`src/rtl/insn_encoder_if.sv`:
```
// Symbolic-instruction input channel, memory write channel and status of the encoder.
// The encoder connects through the slave modport; the loader/bench drives the master side.
interface insn_encoder_if #(
  parameter int ADDR_WIDTH = 6
) ();
  logic                  start;
  logic                  in_valid;
  logic                  in_ready;
  logic [3:0]            in_mnem;
  logic [4:0]            in_rs;
  logic [4:0]            in_rt;
  logic [4:0]            in_rd;
  logic [4:0]            in_shamt;
  logic [15:0]           in_imm;
  logic                  wr_valid;
  logic                  wr_ready;
  logic [ADDR_WIDTH-1:0] wr_addr;
  logic [31:0]           wr_data;
  logic [ADDR_WIDTH:0]   count;
  logic                  full;
  logic                  err;

  modport master (
    output start, in_valid, in_mnem, in_rs, in_rt, in_rd, in_shamt, in_imm, wr_ready,
    input  in_ready, wr_valid, wr_addr, wr_data, count, full, err
  );

  modport slave (
    input  start, in_valid, in_mnem, in_rs, in_rt, in_rd, in_shamt, in_imm, wr_ready,
    output in_ready, wr_valid, wr_addr, wr_data, count, full, err
  );
endinterface

```
`src/rtl/insn_encoder.sv`:
```
// Encodes symbolic MIPS-subset instructions into 32-bit words and streams them to
// instruction memory at consecutive word addresses, stopping once the memory is full.
module insn_encoder #(
  parameter int ADDR_WIDTH = 6,
  parameter int BASE_ADDR  = 0
) (
  input logic           clk,
  input logic           rst,
  insn_encoder_if.slave bus
);

  typedef enum logic [1:0] {
    ST_IDLE = 2'd0,
    ST_RUN  = 2'd1,
    ST_FULL = 2'd2
  } state_e;

  localparam logic [ADDR_WIDTH-1:0] BASE = ADDR_WIDTH'(BASE_ADDR);
  localparam logic [ADDR_WIDTH:0]   CAP  = {1'b1, {ADDR_WIDTH{1'b0}}};

  function automatic logic is_legal(input logic [3:0] mnem);
    return (mnem <= 4'd13);
  endfunction

  // Shifts force rs=0; other R-types force shamt=0; I-types ignore rd/shamt.
  function automatic logic [31:0] encode(
    input logic [3:0]  mnem,
    input logic [4:0]  rs,
    input logic [4:0]  rt,
    input logic [4:0]  rd,
    input logic [4:0]  shamt,
    input logic [15:0] imm
  );
    logic [31:0] word;
    word = 32'h0000_0000;
    case (mnem)
      4'd0:    word = {6'h00, 5'd0, rt, rd, shamt, 6'h00};
      4'd1:    word = {6'h00, 5'd0, rt, rd, shamt, 6'h02};
      4'd2:    word = {6'h00, rs, rt, rd, 5'd0, 6'h20};
      4'd3:    word = {6'h00, rs, rt, rd, 5'd0, 6'h22};
      4'd4:    word = {6'h00, rs, rt, rd, 5'd0, 6'h24};
      4'd5:    word = {6'h00, rs, rt, rd, 5'd0, 6'h25};
      4'd6:    word = {6'h00, rs, rt, rd, 5'd0, 6'h2A};
      4'd7:    word = {6'h08, rs, rt, imm};
      4'd8:    word = {6'h0C, rs, rt, imm};
      4'd9:    word = {6'h0D, rs, rt, imm};
      4'd10:   word = {6'h23, rs, rt, imm};
      4'd11:   word = {6'h2B, rs, rt, imm};
      4'd12:   word = {6'h04, rs, rt, imm};
      4'd13:   word = {6'h05, rs, rt, imm};
      default: word = 32'h0000_0000;
    endcase
    return word;
  endfunction

  state_e                state_q, state_d;
  logic                  wr_valid_q, wr_valid_d;
  logic [ADDR_WIDTH-1:0] wr_addr_q, wr_addr_d;
  logic [31:0]           wr_data_q, wr_data_d;
  logic [ADDR_WIDTH:0]   count_q, count_d;
  logic                  err_q, err_d;
  logic                  in_ready_s;
  logic                  xfer_s;
  logic                  wr_done_s;

  // Next-state logic: start overrides everything, then write completion, then a new transfer.
  always_comb begin
    state_d    = state_q;
    wr_valid_d = wr_valid_q;
    wr_addr_d  = wr_addr_q;
    wr_data_d  = wr_data_q;
    count_d    = count_q;
    err_d      = err_q;
    in_ready_s = (state_q == ST_RUN) && (!wr_valid_q || bus.wr_ready);
    xfer_s     = bus.in_valid && in_ready_s;
    wr_done_s  = wr_valid_q && bus.wr_ready;
    if (bus.start) begin
      state_d    = ST_RUN;
      wr_valid_d = 1'b0;
      wr_addr_d  = BASE;
      count_d    = '0;
      err_d      = 1'b0;
    end else begin
      if (wr_done_s) begin
        wr_addr_d  = wr_addr_q + ADDR_WIDTH'(1);
        count_d    = count_q + (ADDR_WIDTH + 1)'(1);
        wr_valid_d = 1'b0;
      end else begin
        wr_valid_d = wr_valid_q;
      end
      if (xfer_s && is_legal(bus.in_mnem)) begin
        wr_valid_d = 1'b1;
        wr_data_d  = encode(bus.in_mnem, bus.in_rs, bus.in_rt, bus.in_rd,
                            bus.in_shamt, bus.in_imm);
      end else if (xfer_s) begin
        err_d = 1'b1;
      end else begin
        err_d = err_q;
      end
      // The last word fills memory; anything accepted alongside it would wrap, so drop it.
      if (wr_done_s && (count_d == CAP)) begin
        state_d    = ST_FULL;
        wr_valid_d = 1'b0;
      end else begin
        state_d = state_q;
      end
    end
  end

  // State and output registers.
  always_ff @(posedge clk) begin
    if (rst) begin
      state_q    <= ST_IDLE;
      wr_valid_q <= 1'b0;
      wr_addr_q  <= BASE;
      wr_data_q  <= 32'h0000_0000;
      count_q    <= '0;
      err_q      <= 1'b0;
    end else begin
      state_q    <= state_d;
      wr_valid_q <= wr_valid_d;
      wr_addr_q  <= wr_addr_d;
      wr_data_q  <= wr_data_d;
      count_q    <= count_d;
      err_q      <= err_d;
    end
  end

  assign bus.in_ready = in_ready_s;
  assign bus.wr_valid = wr_valid_q;
  assign bus.wr_addr  = wr_addr_q;
  assign bus.wr_data  = wr_data_q;
  assign bus.count    = count_q;
  assign bus.full     = (state_q == ST_FULL);
  assign bus.err      = err_q;

endmodule

```
`src/flat_wrapper.sv`:
```
// flat-port wrapper written by rule: the top's interface ports become plain ports
module insn_encoder_flat 
#(
  parameter int ADDR_WIDTH = 6,
  parameter int BASE_ADDR  = 0
)
  (clk, rst, bus_start, bus_in_valid, bus_in_mnem, bus_in_rs, bus_in_rt, bus_in_rd, bus_in_shamt, bus_in_imm, bus_wr_ready, bus_in_ready, bus_wr_valid, bus_wr_addr, bus_wr_data, bus_count, bus_full, bus_err);
  insn_encoder_if #(.ADDR_WIDTH(ADDR_WIDTH)) bus_i ();
  input logic clk;
  input logic rst;
  input wire logic [$bits(bus_i.start)-1:0] bus_start;
  input wire logic [$bits(bus_i.in_valid)-1:0] bus_in_valid;
  input wire logic [$bits(bus_i.in_mnem)-1:0] bus_in_mnem;
  input wire logic [$bits(bus_i.in_rs)-1:0] bus_in_rs;
  input wire logic [$bits(bus_i.in_rt)-1:0] bus_in_rt;
  input wire logic [$bits(bus_i.in_rd)-1:0] bus_in_rd;
  input wire logic [$bits(bus_i.in_shamt)-1:0] bus_in_shamt;
  input wire logic [$bits(bus_i.in_imm)-1:0] bus_in_imm;
  input wire logic [$bits(bus_i.wr_ready)-1:0] bus_wr_ready;
  output wire logic [$bits(bus_i.in_ready)-1:0] bus_in_ready;
  output wire logic [$bits(bus_i.wr_valid)-1:0] bus_wr_valid;
  output wire logic [$bits(bus_i.wr_addr)-1:0] bus_wr_addr;
  output wire logic [$bits(bus_i.wr_data)-1:0] bus_wr_data;
  output wire logic [$bits(bus_i.count)-1:0] bus_count;
  output wire logic [$bits(bus_i.full)-1:0] bus_full;
  output wire logic [$bits(bus_i.err)-1:0] bus_err;
  assign bus_i.start = bus_start;
  assign bus_i.in_valid = bus_in_valid;
  assign bus_i.in_mnem = bus_in_mnem;
  assign bus_i.in_rs = bus_in_rs;
  assign bus_i.in_rt = bus_in_rt;
  assign bus_i.in_rd = bus_in_rd;
  assign bus_i.in_shamt = bus_in_shamt;
  assign bus_i.in_imm = bus_in_imm;
  assign bus_i.wr_ready = bus_wr_ready;
  assign bus_in_ready = bus_i.in_ready;
  assign bus_wr_valid = bus_i.wr_valid;
  assign bus_wr_addr = bus_i.wr_addr;
  assign bus_wr_data = bus_i.wr_data;
  assign bus_count = bus_i.count;
  assign bus_full = bus_i.full;
  assign bus_err = bus_i.err;
  insn_encoder #(.ADDR_WIDTH(ADDR_WIDTH), .BASE_ADDR(BASE_ADDR)) u_core (.clk(clk), .rst(rst), .bus(bus_i));
endmodule
```
`config.mk`:
```
export PLATFORM = sky130hd
export DESIGN_NAME = insn_encoder_flat
export DESIGN_NICKNAME = d
export VERILOG_FILES = /design/src/rtl/insn_encoder_if.sv /design/src/rtl/insn_encoder.sv /design/src/flat_wrapper.sv
export SDC_FILE = /design/constraint.sdc
export NUM_CORES = 1
export LEC_CHECK = 0
export CAP_MARGIN = 40
export CORE_MARGIN = 10
export CORE_UTILIZATION = 35
export DETAILED_ROUTE_END_ITERATION = 12
export GPL_ROUTABILITY_DRIVEN = 0
export GPL_TIMING_DRIVEN = 0
export PLACE_DENSITY = 0.68
export SLEW_MARGIN = 20
export SYNTH_ARGS = -nofsm -noshare
export SYNTH_HDL_FRONTEND = slang
export SYNTH_SLANG_ARGS = --single-unit
```
`constraint.sdc`:
```
create_clock -name clk -period 5.2 [get_ports clk]
set_clock_uncertainty 0.05 [all_clocks]
set_input_delay 1.56 -clock clk [delete_from_list [all_inputs] [get_ports clk]]
set_output_delay 1.56 -clock clk [all_outputs]
set_load 0.005 [all_outputs]
```
# Word level (Yosys, flattened, before mapping)
# Cells that the tools add are included.
# word_totals
register_bits	49
output_inout_bits	49
# classes
addsub	2
n_lt_le_gt_ge	1
n_eq_ne	16
muxes	7
bitwise_logic	2
n_reduce_logical	14
# op_table
operator	n
$pmux W32 S14	1
$eq A4 B4 Y1 const B	6
$eq A4 B3 Y1 const B	4
$mux W7	2
$eq A4 B2 Y1 const B	2
$add A7 B1 Y7 const B	1
$eq A7 B7 Y1 const B	1
$add A6 B1 Y6 const B	1
$logic_and A1 B1 Y1	5
$eq A4 B1 Y1 const B	1
$le A4 B4 Y1 const B	1
$logic_not A4 Y1	1
$mux W1	4
$reduce_and A2 Y1	2
$reduce_bool A2 Y1	2
$reduce_or A3 Y1	1
$eq A2 B1 Y1 const B	1
$eq A2 B2 Y1 const B	1
$not A1 Y1	2
$reduce_or A2 Y1	1
$logic_not A1 Y1	1
$logic_or A1 B1 Y1	1

# Logic depth before layout (Yosys ltp)
# Gate-level depths: netlist of the first run.
# logic_depth
word_depth	7
depth_mapped	7

# Least setup slack after synthesis of the first run
# Ideal clock, no wire load.
# synth_path
kind	input to output
startpoint	input port bus_wr_ready
endpoint	output port bus_in_ready
arrival_time_ps	1861
required_time_ps	3590
slack_ps	1729
path_stages	2
path_buffers	0
cell_sequence	nand2b_1 > and2_1
# synth_via
elab_chain_len	2
# synth_lines
element	line	rtl
from (decl)	flat_wrapper.sv:19	input wire logic [$bits(bus_i.wr_ready)-1:0] bus_wr_ready;
$logic_or A1 B1 Y1	insn_encoder.sv:74	in_ready_s = (state_q == ST_RUN) && (!wr_valid_q || bus.wr_ready);
$logic_and A1 B1 Y1	insn_encoder.sv:74	
to (decl)	flat_wrapper.sv:20	output wire logic [$bits(bus_i.in_ready)-1:0] bus_in_ready;
# No other way between the ends.

# Worst setup path after layout of the first run
# Ends and elaborated chain as after synthesis.

==> results of run 1 <==
## state kept, by name, indices dropped and copies added (netlist names)
name                 count
u_core.bus.wr_valid      1
u_core.bus.wr_addr       6
u_core.bus.err           1
u_core.bus.count         7
u_core.state_q           2
u_core.bus.wr_data      30
## power by group
part | leakage [nW] | switching [W] | internal (W)
sequential | 0.381 | 0.00000549 | 0.000370
combinational | 0.631 | 0.0000485 | 0.0000635
clock | 0.0612 | 0.000120 | 0.000156
total | 1.07 | 0.000174 | 0.000589
## metal layers
| metal | global-route usage | vias to the layer above | part of all wire |
|---|---|---|---|
| li1 | - | 1089 | - |
| met1 | 0.156 | 964 | 0.43 |
| met2 | 0.224 | 74 | 0.47 |
| met3 | 0.0448 | 8 | 0.073 |
| met4 | 0.0425 | 0 | 0.021 |
| met5 | 0 | - | 0 |
## how the worst max path moves through the flow
stage                   endpoint  slack, ns          from
floorplan           bus_in_ready       1.73  bus_wr_ready
global placement    bus_in_ready       0.64  bus_wr_ready
detailed placement  bus_in_ready       0.63  bus_wr_ready
CTS                 bus_in_ready       0.63  bus_wr_ready
global route        bus_in_ready       0.58  bus_wr_ready
finish              bus_in_ready       0.65  bus_wr_ready
## worst max-delay path, stage by stage
cell	delay (ns)
clkdlybuf4s50_1	0.54
nand2b_1	0.16
and2_1	0.16
clkdlybuf4s50_1	0.51
## placed cells by master (no fill, tap or decap), types with 3 or more instances in the layout
cell type        netlist  final
a211oi_1               3      3
a21oi_1               21     21
a221oi_1              11     11
and2_1                 3      3
buf_1                  3      3
clkbuf_1              12     12
clkbuf_8               0      6
clkdlybuf4s50_1        0     92
dfxtp_1               47     47
inv_1                  5      5
nand2_1               30     30
nand2b_1               4      4
nand3_1               12     12
nand4_1                4      4
nor2_1                31     31
nor3_1                16     16
xnor2_1                6      6
xor2_1                 5      5
## final cells by class
class                   instances  area [um^2]  share of cell area
multi-input cells             181         1060               0.328
flip-flops and latches         47          941               0.291
repair buffers                 92          921               0.285
well taps                      75         93.8              0.0290
clock buffers                   6         82.6              0.0256
plain buffers                  19         81.3              0.0252
clock inverters                 2         35.0              0.0108
inverters                       5         18.8             0.00581
## synthesized netlist by cell type (2+ instances only)
| master | instances | area (um^2) |
|---|---|---|
| dfxtp_1 | 47 | 941 |
| nor2_1 | 31 | 116 |
| nand2_1 | 30 | 113 |
| a21oi_1 | 21 | 105 |
| nor3_1 | 16 | 80.1 |
| clkbuf_1 | 12 | 45.0 |
| nand3_1 | 12 | 60.1 |
| a221oi_1 | 11 | 96.3 |
| xnor2_1 | 6 | 52.6 |
| inv_1 | 5 | 18.8 |
| xor2_1 | 5 | 43.8 |
| nand2b_1 | 4 | 25.0 |
| nand4_1 | 4 | 25.0 |
| a211oi_1 | 3 | 22.5 |
| and2_1 | 3 | 18.8 |
| buf_1 | 3 | 11.3 |
| a311oi_1 | 2 | 17.5 |
| a31oi_1 | 2 | 12.5 |
| buf_2 | 2 | 10.0 |
| buf_4 | 2 | 15.0 |
| ha_1 | 2 | 25.0 |
| nand4b_1 | 2 | 17.5 |
| nor2b_1 | 2 | 12.5 |
| o211ai_1 | 2 | 15.0 |
| o21a_1 | 2 | 15.0 |
| o21ai_0 | 2 | 10.0 |
## kinds of logic (layout without fill, tap and decap cells)
| family | after synthesis | count (layout) | synth area share |
|---|---|---|---|
| flip-flops | 47 | 47 | 0.448 |
| AND/OR/NAND/NOR | 111 | 111 | 0.249 |
| XOR/XNOR | 11 | 11 | 0.0459 |
| multiplexers | 2 | 2 | 0.0101 |
| other | 1 | 1 | 0.00179 |
| AO/OA/AOI/OAI | 54 | 54 | 0.185 |
| buffers and inverters | 24 | 124 | 0.0477 |
| adder cells (fa/ha/maj) | 2 | 2 | 0.0119 |
## metrics by stage
step | utilization | setup WS, ns | hold slack, ns | power (W)
CTS | 0.549 | 0.627 | 0.408 | 0.000770
finish | 0.549 | 0.652 | 0.406 | 0.000763
global route | 0.549 | 0.577 | 0.426 | 0.000796
global placement | 0.529 | 0.639 | 0.389 | 0.000495
detailed placement | 0.529 | 0.631 | 0.396 | 0.000496
floorplan | - | 1.73 | 0.398 | 0.000426
==> flow_summary.yaml, run 1 <==
clock_tree:
  ctsHtreeMaxLevel: 2
  cts_setup_buffers: 0
  cts_resized: 0
  cts_max_path_buffers: 2
  cts_hold_buf: 0
  cts_made_buffers: 5
  clkTransAtPathRegs_ns: 0.08
  cts_tree: "yes"
  clock-sinks: 47
  cts_root_buf: "clkbuf_8"
  clock_latency_ns: 0.30
critical_path:
  r2r_start: "u_core.state_q[0]"
  worstSetupEndpointType: "output pin"
  cp_max_fo: 5
  cp-start-kind: "input pin"
  setup.worst_path.class: "in2out"
  r2r-end: "u_core.bus.wr_data[26]"
  r2r_slack_ns: 3.29
  reg2reg_depth: 6
  cp.required_ns: 3.59
  cp.arrival_ns: 2.94
drt:
  wl_mm: 6.64
  num_vias: 2135
  drtAntennaViolNets: 0
  vias_per_cell: 5.00
  wl_per_cell_um: 15.6
  drc_errors: 0
  drtIter0Drc: 103
  dr.pass1.iters: 4
final_layout:
  num-fill-cells: 567
  drive_gt1_frac: 0.0540
  finalInstanceArea_um2: 3230
  syn_to_final_growth_pct: 53.9
  diodes: 0
  nNetsFinal: 398
  final_cells: 427
power:
  p_leak_nw: 1.07
  powerDensity_nw_per_um2: 236
  vdd_ir_drop_max_v: 0.000133
timing:
  fin_crit_ns: 4.55
  worst_pin_slew_ns: 0.750
  fin_crit_sh: 0.875
  rsz0062_at_grt: "no"
  setup_viol: 0
  setup-tns-final_ns: 0
  max_slew_margin: 0.496
  fmax_ghz: 0.220
  hold_violations: 0
  drv_slew: 0
floorplan:
  core_area_um2: 5890
  die_width_um: 97.5
  start_util: 0.357
  die-area_um2: 9500
  fp-row-count: 28
  die_y_um: 97.5
  io_pins: 94
global_routing:
  grt_pass1_wl_mm: 10.6
  grt.total_usage: 0.134
  grt_pass1_vias: 2110
  globalRoute.totalOverflow: 0
  grt_max_degree: 15
  antenna_found_initial: 0
placement:
  hpwl_mm: 5.16
  dp_cells: 419
  place_area_um2: 3110
  io_buffers: 92
logic_synthesis:
  synth_cells: 252
  yosysUniqueCellTypes: 45
  synth_edf_count: 0
  synthArstFlopShare: 0
  yosysWarnings: 0
  synth_seq_cells: 47
  syn-cell-area_um2: 2100
  avgSynthCellArea_um2: 8.33
  yosysSeqAreaShare: 0.448
  synth_nets: 299
  synth-main-ff-cell: "dfxtp_1"
run_status:
  outcome: "complete, no violations"
flow_run:
  max_cap_viol_count: 0
min_path:
  holdCritPathClass: "reg2reg"
  min_path_cells: 2
  hold_path_end: "u_core.bus.wr_data[24]"
  min_from: "u_core.bus.wr_data[24]"
No activity file was read; power rests on OpenSTA's default activity.
==> run 2: changes to the inputs <==
--- a/config.mk
+++ b/config.mk
@@ -7,11 +7,11 @@
 export LEC_CHECK = 0
 export CAP_MARGIN = 40
 export CORE_MARGIN = 10
-export CORE_UTILIZATION = 35
+export CORE_UTILIZATION = 45
 export DETAILED_ROUTE_END_ITERATION = 12
 export GPL_ROUTABILITY_DRIVEN = 0
 export GPL_TIMING_DRIVEN = 0
-export PLACE_DENSITY = 0.68
+export PLACE_DENSITY = 0.85
 export SLEW_MARGIN = 20
 export SYNTH_ARGS = -nofsm -noshare
 export SYNTH_HDL_FRONTEND = slang
==> run 2 against run 1 <==
Against the previous run: sequential share of layout area is 0.54 points higher; combinational power is essentially flat; largest cell class unchanged; clock power down 20%; routed wire length fell by 1.7%; die area decreased by 18%; highest routed layer unchanged; global-route usage up 3.7 points.
==> flow_summary.yaml, run 2 (same netlist as run 1, synthesis figures left out) <==
final_layout:
  syn_to_final_growth_pct: 51.1
  nNetsFinal: 398
  largest_reg_flops: 30
  register_area_um2: 941
  final_common_cell: "clkdlybuf4s50_1"
  multi_input_area_um2: 1060
  final_cell_mix: "clkdlybuf4s50_1, dfxtp_1, nor2_1, nand2_1, a21oi_1"
  post-route-util: 0.714
  final_cells: 403
  drive_gt1_frac: 0.0513
  diodes: 0
  num-fill-cells: 367
  finalInstanceArea_um2: 3170
flow_run:
  max_cap_viol_count: 0
drt:
  dr.pass1.iters: 4
  num_vias: 2197
  wl_per_cell_um: 16.2
  drtAntennaViolNets: 0
  wl_mm: 6.53
  drc_errors: 0
  vias_per_cell: 5.45
  drtIter0Drc: 124
clock_tree:
  cts_max_path_buffers: 2
  clkTransAtPathRegs_ns: 0.08
  cts_hold_buf: 0
  ctsHtreeMaxLevel: 2
  cts_resized: 0
  clock-sinks: 47
  cts_tree: "yes"
  cts_root_buf: "clkbuf_8"
  cts_setup_buffers: 0
  cts_made_buffers: 5
  clock_latency_ns: 0.29
timing:
  setup-tns-final_ns: 0
  setup_viol: 0
  worst_pin_slew_ns: 0.740
  fin_crit_ns: 4.55
  max_slew_margin: 0.503
  drv_slew: 0
  rsz0062_at_grt: "no"
  hold_violations: 0
  fmax_ghz: 0.220
  fin_crit_sh: 0.876
global_routing:
  grt_pass1_wl_mm: 10.7
  antenna_found_initial: 0
  grt.total_usage: 0.170
  grt_max_degree: 14
  grt_pass1_vias: 2230
  globalRoute.totalOverflow: 0
floorplan:
  core_area_um2: 4440
  die_width_um: 88.3
  start_util: 0.472
  fp-row-count: 24
  io_pins: 94
  die-area_um2: 7800
  die_y_um: 88.3
power:
  powerDensity_nw_per_um2: 223
  p_seq_frac: 0.530
  clkPwrFrac: 0.311
  vdd_ir_drop_max_v: 0.000174
  intPower_w: 0.000538
  swShare: 0.240
  combPwrFrac: 0.158
  switchingPower_w: 0.000169
  p_leak_nw: 1.06
placement:
  place_area_um2: 3090
  hpwl_mm: 5.09
  dp_cells: 396
  io_buffers: 92
critical_path:
  cpMaxStageDelayCell: "clkdlybuf4s50_1"
  crit_path_max_incr_delay_ns: 0.53
  worstSetupEndpointType: "output pin"
  r2r_start: "u_core.state_q[0]"
  cp_max_fo: 5
  cp.arrival_ns: 2.94
  path_cells: "clkdlybuf4s50_1, nand2b_1, and2_1, clkdlybuf4s50_1"
  setup.worst_path.class: "in2out"
  cp-start-kind: "input pin"
  crit_top_cell: "clkdlybuf4s50_1"
  cp.required_ns: 3.59
  reg2reg_depth: 6
  r2r_slack_ns: 3.26
  r2r-end: "u_core.bus.wr_data[25]"
min_path:
  holdCritPathClass: "reg2reg"
  hold_path_end: "u_core.bus.wr_data[21]"
  min_path_cells: 2
  min_from: "u_core.bus.wr_data[21]"
run_status:
  outcome: "complete, no violations"
run 2: how the worst max path moves through the flow:
stage | startpoint | end | cells after the start
3_5_place_dp | bus_wr_ready | bus_in_ready | 4
6_report | bus_wr_ready | bus_in_ready | 4
3_3_place_gp | bus_wr_ready | bus_in_ready | 4
4_1_cts | bus_wr_ready | bus_in_ready | 4
5_1_grt | bus_wr_ready | bus_in_ready | 4
2_1_floorplan | bus_wr_ready | bus_in_ready | 2
run 2: metal layers:
metal / GRT usage / up-vias / wire [um]
met2: 0.294 / 68 / 3200
met1: 0.195 / 1028 / 2710
met4: 0.0690 / 0 / 143
li1: - / 1088 / -
met5: 0 / - / 0
met3: 0.0460 / 13 / 474
run 2: per-stage QoR:
stage | worst slack, ns | hold slack (ns) | power, W
after floorplan | 1.73 | 0.398 | 0.000426
after global placement | 0.647 | 0.389 | 0.000493
after detailed placement | 0.653 | 0.394 | 0.000495
after CTS | 0.637 | 0.405 | 0.000714
after global routing | 0.582 | 0.431 | 0.000742
final | 0.645 | 0.405 | 0.000707
run 2: power by group through the flow:
| stage | sequential, W | combinational, W | clock (W) |
|---|---|---|---|
| floorplan | 0.000384 | 0.0000415 | 0 |
| global placement | 0.000383 | 0.000110 | 0 |
| detailed placement | 0.000384 | 0.000111 | 0 |
| CTS | 0.000375 | 0.000112 | 0.000226 |
| global route | 0.000376 | 0.000123 | 0.000243 |
| finish | 0.000375 | 0.000112 | 0.000220 |
run 2: layout make-up:
cell class,count,share of cell area
Multi-Input combinational cell,181,0.334
Sequential cell,47,0.297
Timing Repair Buffer,92,0.290
Clock buffer,6,0.0260
Buffer,19,0.0256
Tap cell,52,0.0205
Inverter,5,0.00591
Clock inverter,1,0.00158
run 2: critical path: cells and delay by family:
kind          cells  cell delay (ns)
simple gates      2             0.34
buf+inv           2             1.05
